<file path="config.mk">
export PLATFORM = sky130hd
export DESIGN_NAME = alu_uart_master_flat
export DESIGN_NICKNAME = d
export VERILOG_FILES = /design/src/rtl/alu_uart_master_if.sv /design/src/rtl/alu_uart_master.sv /design/src/flat_wrapper.sv
export SDC_FILE = /design/constraint.sdc
export NUM_CORES = 1
export LEC_CHECK = 0
export ABC_AREA = 1
export ABC_CLOCK_PERIOD_IN_PS = 2300
export BUFFER_PORTS_ARGS = -buffer_cell sky130_fd_sc_hd__buf_2
export CAP_MARGIN = 20
export CORE_ASPECT_RATIO = 1.25
export CORE_MARGIN = 1
export CORE_UTILIZATION = 55
export CTS_BUF_LIST = sky130_fd_sc_hd__clkbuf_4
export CTS_CLUSTER_DIAMETER = 200
export DETAILED_ROUTE_END_ITERATION = 10
export HOLD_SLACK_MARGIN = 0.02
export PLACE_DENSITY_LB_ADDON = 0.05
export SETUP_SLACK_MARGIN = 0.15
export SLEW_MARGIN = 20
export SYNTH_ARGS = -nofsm -noshare
export SYNTH_HDL_FRONTEND = slang
export SYNTH_SLANG_ARGS = --single-unit
</file>
<file path="constraint.sdc">
create_clock -name clk -period 2.3 [get_ports clk]
set_input_delay 0.23 -clock clk [delete_from_list [all_inputs] [get_ports clk]]
set_output_delay 0.23 -clock clk [all_outputs]
set_load 0.005 [all_outputs]
</file>
<file path="src/rtl/alu_uart_master_if.sv">
// Command, UART FIFO and result signals between alu_uart_master and its environment.
interface alu_uart_master_if #(
  parameter int BUS_SIZE = 8,
  parameter int OP_BITS  = 6
);
  logic                i_cmd_valid;
  logic                o_cmd_ready;
  logic [BUS_SIZE-1:0] i_op_a;
  logic [BUS_SIZE-1:0] i_op_b;
  logic [OP_BITS-1:0]  i_op_code;

  logic                o_wr_uart;
  logic [BUS_SIZE-1:0] o_w_data;
  logic                i_tx_full;

  logic                o_rd_uart;
  logic [BUS_SIZE-1:0] i_r_data;
  logic                i_rx_empty;

  logic                o_res_valid;
  logic [BUS_SIZE-1:0] o_res_data;
  logic                o_timeout;
  logic                o_busy;

  modport master (
    input  i_cmd_valid, i_op_a, i_op_b, i_op_code, i_tx_full, i_r_data, i_rx_empty,
    output o_cmd_ready, o_wr_uart, o_w_data, o_rd_uart, o_res_valid, o_res_data,
           o_timeout, o_busy
  );

  modport slave (
    output i_cmd_valid, i_op_a, i_op_b, i_op_code, i_tx_full, i_r_data, i_rx_empty,
    input  o_cmd_ready, o_wr_uart, o_w_data, o_rd_uart, o_res_valid, o_res_data,
           o_timeout, o_busy
  );
endinterface

</file>
<file path="src/rtl/alu_uart_master.sv">
// Host-side UART-ALU command initiator: pushes A, B, opcode into the TX FIFO and
// collects the single result byte from the RX FIFO, with a response timeout.
//
// state    | meaning
// ---------+--------------------------------------------------------------
// IDLE     | ready for a command; drops stray RX bytes first
// SEND_A   | push operand A when TX FIFO not full
// SEND_B   | push operand B when TX FIFO not full
// SEND_OP  | push zero-extended opcode when TX FIFO not full
// WAIT_RES | wait for the result byte, counting towards the timeout
// DONE     | raise the result-valid pulse, then return to IDLE
module alu_uart_master #(
  parameter int BUS_SIZE   = 8,
  parameter int OP_BITS    = 6,
  parameter int TMO_BITS   = 20,
  parameter int TMO_CYCLES = 1000000
) (
  input  logic               clk,
  input  logic               reset,
  alu_uart_master_if.master  bus
);

  typedef enum logic [2:0] {
    IDLE,
    SEND_A,
    SEND_B,
    SEND_OP,
    WAIT_RES,
    DONE
  } state_t;

  localparam logic [TMO_BITS-1:0] TMO_LAST = TMO_BITS'(TMO_CYCLES - 1);

  state_t              state_q, state_d;
  logic [BUS_SIZE-1:0] a_q, a_d;
  logic [BUS_SIZE-1:0] b_q, b_d;
  logic [OP_BITS-1:0]  op_q, op_d;
  logic [TMO_BITS-1:0] tmo_q, tmo_d;

  logic                ready_q, ready_d;
  logic                wr_q, wr_d;
  logic [BUS_SIZE-1:0] w_data_q, w_data_d;
  logic                rd_q, rd_d;
  logic                res_valid_q, res_valid_d;
  logic [BUS_SIZE-1:0] res_data_q, res_data_d;
  logic                timeout_q, timeout_d;
  logic                busy_q, busy_d;
  logic                flush;

  always_comb begin
    state_d     = state_q;
    a_d         = a_q;
    b_d         = b_q;
    op_d        = op_q;
    tmo_d       = tmo_q;
    wr_d        = 1'b0;
    w_data_d    = w_data_q;
    rd_d        = 1'b0;
    res_valid_d = 1'b0;
    res_data_d  = res_data_q;
    timeout_d   = 1'b0;
    flush       = (state_q == IDLE) && !bus.i_rx_empty;

    case (state_q)
      IDLE: begin
        tmo_d = '0;
        // The registered pop lands a cycle late, so skip a cycle after each pop
        // to avoid draining a byte that was never seen.
        if (flush) begin
          rd_d = !rd_q;
        end else if (bus.i_cmd_valid && ready_q) begin
          a_d     = bus.i_op_a;
          b_d     = bus.i_op_b;
          op_d    = bus.i_op_code;
          state_d = SEND_A;
        end
      end
      SEND_A: begin
        if (!bus.i_tx_full) begin
          wr_d     = 1'b1;
          w_data_d = a_q;
          state_d  = SEND_B;
        end
      end
      SEND_B: begin
        if (!bus.i_tx_full) begin
          wr_d     = 1'b1;
          w_data_d = b_q;
          state_d  = SEND_OP;
        end
      end
      SEND_OP: begin
        if (!bus.i_tx_full) begin
          wr_d     = 1'b1;
          w_data_d = BUS_SIZE'(op_q);
          tmo_d    = '0;
          state_d  = WAIT_RES;
        end
      end
      WAIT_RES: begin
        // Data arriving on the last count still wins over the timeout.
        if (!bus.i_rx_empty) begin
          rd_d       = 1'b1;
          res_data_d = bus.i_r_data;
          state_d    = DONE;
        end else if (tmo_q == TMO_LAST) begin
          timeout_d = 1'b1;
          state_d   = IDLE;
        end else begin
          tmo_d = tmo_q + TMO_BITS'(1);
        end
      end
      DONE: begin
        res_valid_d = 1'b1;
        state_d     = IDLE;
      end
      default: begin
        state_d = IDLE;
      end
    endcase

    busy_d  = (state_d != IDLE);
    ready_d = (state_d == IDLE) && !flush;
  end

  always_ff @(posedge clk or posedge reset) begin
    if (reset) begin
      state_q     <= IDLE;
      a_q         <= '0;
      b_q         <= '0;
      op_q        <= '0;
      tmo_q       <= '0;
      ready_q     <= 1'b1;
      wr_q        <= 1'b0;
      w_data_q    <= '0;
      rd_q        <= 1'b0;
      res_valid_q <= 1'b0;
      res_data_q  <= '0;
      timeout_q   <= 1'b0;
      busy_q      <= 1'b0;
    end else begin
      state_q     <= state_d;
      a_q         <= a_d;
      b_q         <= b_d;
      op_q        <= op_d;
      tmo_q       <= tmo_d;
      ready_q     <= ready_d;
      wr_q        <= wr_d;
      w_data_q    <= w_data_d;
      rd_q        <= rd_d;
      res_valid_q <= res_valid_d;
      res_data_q  <= res_data_d;
      timeout_q   <= timeout_d;
      busy_q      <= busy_d;
    end
  end

  assign bus.o_cmd_ready = ready_q;
  assign bus.o_wr_uart   = wr_q;
  assign bus.o_w_data    = w_data_q;
  assign bus.o_rd_uart   = rd_q;
  assign bus.o_res_valid = res_valid_q;
  assign bus.o_res_data  = res_data_q;
  assign bus.o_timeout   = timeout_q;
  assign bus.o_busy      = busy_q;

endmodule

</file>
<file path="src/flat_wrapper.sv">
// flat-port wrapper written by rule: the top's interface ports become plain ports
module alu_uart_master_flat 
#(
  parameter int BUS_SIZE   = 8,
  parameter int OP_BITS    = 6,
  parameter int TMO_BITS   = 20,
  parameter int TMO_CYCLES = 1000000
)
  (clk, reset, bus_i_cmd_valid, bus_i_op_a, bus_i_op_b, bus_i_op_code, bus_i_tx_full, bus_i_r_data, bus_i_rx_empty, bus_o_cmd_ready, bus_o_wr_uart, bus_o_w_data, bus_o_rd_uart, bus_o_res_valid, bus_o_res_data, bus_o_timeout, bus_o_busy);
  alu_uart_master_if #(.BUS_SIZE(BUS_SIZE), .OP_BITS(OP_BITS)) bus_i ();
  input  logic clk;
  input  logic reset;
  input wire logic [$bits(bus_i.i_cmd_valid)-1:0] bus_i_cmd_valid;
  input wire logic [$bits(bus_i.i_op_a)-1:0] bus_i_op_a;
  input wire logic [$bits(bus_i.i_op_b)-1:0] bus_i_op_b;
  input wire logic [$bits(bus_i.i_op_code)-1:0] bus_i_op_code;
  input wire logic [$bits(bus_i.i_tx_full)-1:0] bus_i_tx_full;
  input wire logic [$bits(bus_i.i_r_data)-1:0] bus_i_r_data;
  input wire logic [$bits(bus_i.i_rx_empty)-1:0] bus_i_rx_empty;
  output wire logic [$bits(bus_i.o_cmd_ready)-1:0] bus_o_cmd_ready;
  output wire logic [$bits(bus_i.o_wr_uart)-1:0] bus_o_wr_uart;
  output wire logic [$bits(bus_i.o_w_data)-1:0] bus_o_w_data;
  output wire logic [$bits(bus_i.o_rd_uart)-1:0] bus_o_rd_uart;
  output wire logic [$bits(bus_i.o_res_valid)-1:0] bus_o_res_valid;
  output wire logic [$bits(bus_i.o_res_data)-1:0] bus_o_res_data;
  output wire logic [$bits(bus_i.o_timeout)-1:0] bus_o_timeout;
  output wire logic [$bits(bus_i.o_busy)-1:0] bus_o_busy;
  assign bus_i.i_cmd_valid = bus_i_cmd_valid;
  assign bus_i.i_op_a = bus_i_op_a;
  assign bus_i.i_op_b = bus_i_op_b;
  assign bus_i.i_op_code = bus_i_op_code;
  assign bus_i.i_tx_full = bus_i_tx_full;
  assign bus_i.i_r_data = bus_i_r_data;
  assign bus_i.i_rx_empty = bus_i_rx_empty;
  assign bus_o_cmd_ready = bus_i.o_cmd_ready;
  assign bus_o_wr_uart = bus_i.o_wr_uart;
  assign bus_o_w_data = bus_i.o_w_data;
  assign bus_o_rd_uart = bus_i.o_rd_uart;
  assign bus_o_res_valid = bus_i.o_res_valid;
  assign bus_o_res_data = bus_i.o_res_data;
  assign bus_o_timeout = bus_i.o_timeout;
  assign bus_o_busy = bus_i.o_busy;
  alu_uart_master #(.BUS_SIZE(BUS_SIZE), .OP_BITS(OP_BITS), .TMO_BITS(TMO_BITS), .TMO_CYCLES(TMO_CYCLES)) u_core (.clk(clk), .reset(reset), .bus(bus_i));
endmodule
</file>
==> results.md <==
* Status: complete, no violations
* Die height at 88.6 um
* Placer Congestion at between 0.8 and 0.9
* Routed WL at 7090 um
* Setup repair bufs after CTS at 0
* Total gr overflow at 0
* Critical Path AT at about 2.2 ns
* # diodes at 0
* Register bit total from synthesis at 67
* Vias in the first global route at between 2,000 and 3,000
* Max_cap viols at 0
* TritonCTS buffer count at 9
* Crit path max fanout at 18
* Cell variety after synth at 30
* Crit end category: register
* Hpwl dp at 5170 um
* CTS tree: yes
* Hold Vio Cnt, Final at 0
* Commonest cells after routing, fill and taps aside: 106 x nand2_1, 66 x dfrtp_1, 56 x buf_2, 40 x nor2_1, 35 x inv_1
* Post-synth top area share at 0.500
* Peak supply drop at 674 uV
* Row count at 31
* Post-synthesis sequential area ratio at 0.508
* Most common cell after layout, fill and taps aside: nand2_1
* Pwr dens at between 900 and 1000 mW/mm^2
* I/O pins at 57
* DIE AREA at 0.00632 mm^2
* Setup crit start kind: register
* Worst EP required at roughly 2.6 ns
* Post-Syn Area at roughly 0.0033 mm^2
* Fmax at between 500 and 600 MHz
* Root Driver: clkbuf_4
* Post-DR wirelength/cell at 13.3 um
* Min-delay worst type: in2reg
* DRT Pass-1 Iters at 4
* Routed Antenna Nets at 0
* Routed vias at 2,795
* Core region area at 0.00578 mm^2
* Syn Area/Cell at 8.42 um^2
* Drt via density at 5.22
* Area Overhead vs Synth at 17.8%
* Port bufs at 56
* Static Leak at 1.82 nW
* DP Cell Count at 511
* Nets at 500
* Post-synth net total at roughly 430
* Worst-Margin Slew at 0.446 ns
* Post-synth top area cell: dfrtp_1
* Clock net sink count at 67
* Cells after Synth at 392
* Crit Path Class: reg2reg
* DR iter-0 viols at 174
* H-tree Lvls at 3
* Clock Skew at 0.0188 ns
* Initial Util at 0.571
* Chip Width at 71.3 um
* Layout cells sized above 1 at 0.249
* Clock buffer depth at 2
* Largest net degree at the start of global routing at 68
* Gr usage total at 0.245
* YS warnings at 0
* Setup violators final at 0
* Worst slew margin at 0.702
* RSZ-0062 raised after global routing: no
* Worst-Skew Late Latency at 0.40 ns
* Layout Cells excl Fill at 535
* Max Transition Viols Final at 0
* DRC at 0
* Fill cell count at about 500
* Tmin final at 1.92 ns
* First-pass GRT wire length at 11,700 um
* Initial antenna violation count at 0
* Final core occ at 0.673
* Worst-path clk slew at about 0.12 ns
* Synth top area cells: dfrtp_1 50%, nand2_1 12%, mux2_2 4.8%
* Setup TNS at 0 ns
* Post-route clock period utilization at 0.837
through the flow:
step	hold slack [ns]	power [mW]	cell area (um^2)	setup WS [ns]
floorplan	0.300	2.64	3300	0.388
CTS	0.0221	3.84	3890	0.358
global route	0.0254	4.09	3890	0.186
detailed placement	0.333	3.08	3670	0.404
global placement	0.328	3.02	3670	0.482
finish	0.0390	3.81	3890	0.375
cell usage after synthesis:
cell,count
xor2_1,5
o21ai_2,9
and2_1,1
clkbuf_1,2
nor3_1,6
dfstp_2,1
o22ai_1,6
ha_1,1
o21bai_1,6
buf_6,4
a211oi_1,1
nor3_2,1
nor2_4,1
inv_2,4
a21oi_1,6
nand2_1,106
a22oi_1,2
buf_2,3
or2_2,1
nand4_1,7
buf_4,1
inv_1,36
nor2_1,41
nand3_1,24
mux2_2,14
o21ai_1,4
or2_1,1
dfrtp_1,66
nand2_2,4
o21ai_0,28
area by class of cell:
type                       instances  area (um^2)  share of cell area
inverter                          40          150              0.0386
sequential                        67         1680               0.431
multi-input combinational        275         1400               0.361
timing repair buffer              71          438               0.113
clock buffer                       9         67.6              0.0174
clock inverter                     7         68.8              0.0177
tap                               66         82.6              0.0212
kinds of logic after synthesis:
family	synth area share
simple gates	0.246
fa+ha+maj	0.00379
xor+xnor	0.0133
flops	0.508
mux	0.0477
compound gates	0.113
buf+inv	0.0682
layer usage:
metal	global-route usage	wire (um)	up-vias	share of wire
li1	-	-	1415	-
met1	0.292	2960	1289	0.42
met2	0.425	3670	74	0.52
met3	0.0444	285	17	0.040
met4	0.129	177	0	0.025
met5	0	0	-	0
registers in the layout (all words and copies together), names as in the netlist:
signal	count
u_core.tmo_q	20
u_core.a_q	8
u_core.b_q	8
u_core.bus.o_res_data	8
u_core.bus.o_w_data	8
u_core.op_q	6
u_core.state_q	3
u_core.bus.o_busy	1
u_core.bus.o_cmd_ready	1
u_core.bus.o_rd_uart	1
u_core.bus.o_res_valid	1
u_core.bus.o_timeout	1
u_core.bus.o_wr_uart	1
worst paths after layout:
kind                                                start                          endpoint  slack, ns  cells after the start
max                           u_core.tmo_q[0]$_DFFE_PP0P_      u_core.tmo_q[16]$_DFFE_PP0P_       0.38                      7
min                                      bus_i_op_code[5]        u_core.op_q[5]$_DFFE_PP0P_       0.04                      3
max reg2reg                   u_core.tmo_q[0]$_DFFE_PP0P_      u_core.tmo_q[16]$_DFFE_PP0P_       0.38                      7
min reg2reg                u_core.bus.o_rd_uart$_DFF_PP0_    u_core.bus.o_rd_uart$_DFF_PP0_       0.47                      1
max in group asynchronous                           reset  u_core.bus.o_cmd_ready$_DFF_PP1_       1.54                      4
min in group asynchronous                           reset        u_core.op_q[0]$_DFFE_PP0P_       0.43                      4
report_power, final:
part | switching, mW | total, mW | internal, mW
clock network | 0.428 | 0.755 | 0.327
registers | 0.202 | 1.77 | 1.57
logic | 0.732 | 1.28 | 0.552
total | 1.36 | 3.81 | 2.45
critical path, cell delays in order, from the launching register on:
cell	delay [ns]
dfrtp_1	0.48
ha_2	0.28
nand3_1	0.18
nor2_1	0.18
nand4_1	0.15
nand2_2	0.24
buf_12	0.19
o21ai_0	0.10
repair_timing:
action                                  4_1_cts  5_1_grt
hold buffers                                  8        0
gates resized for setup                       0        1
hold endpoints to repair                     73        0
endpoints found under the setup margin        0        4
Power figures use the tool's default switching activity.
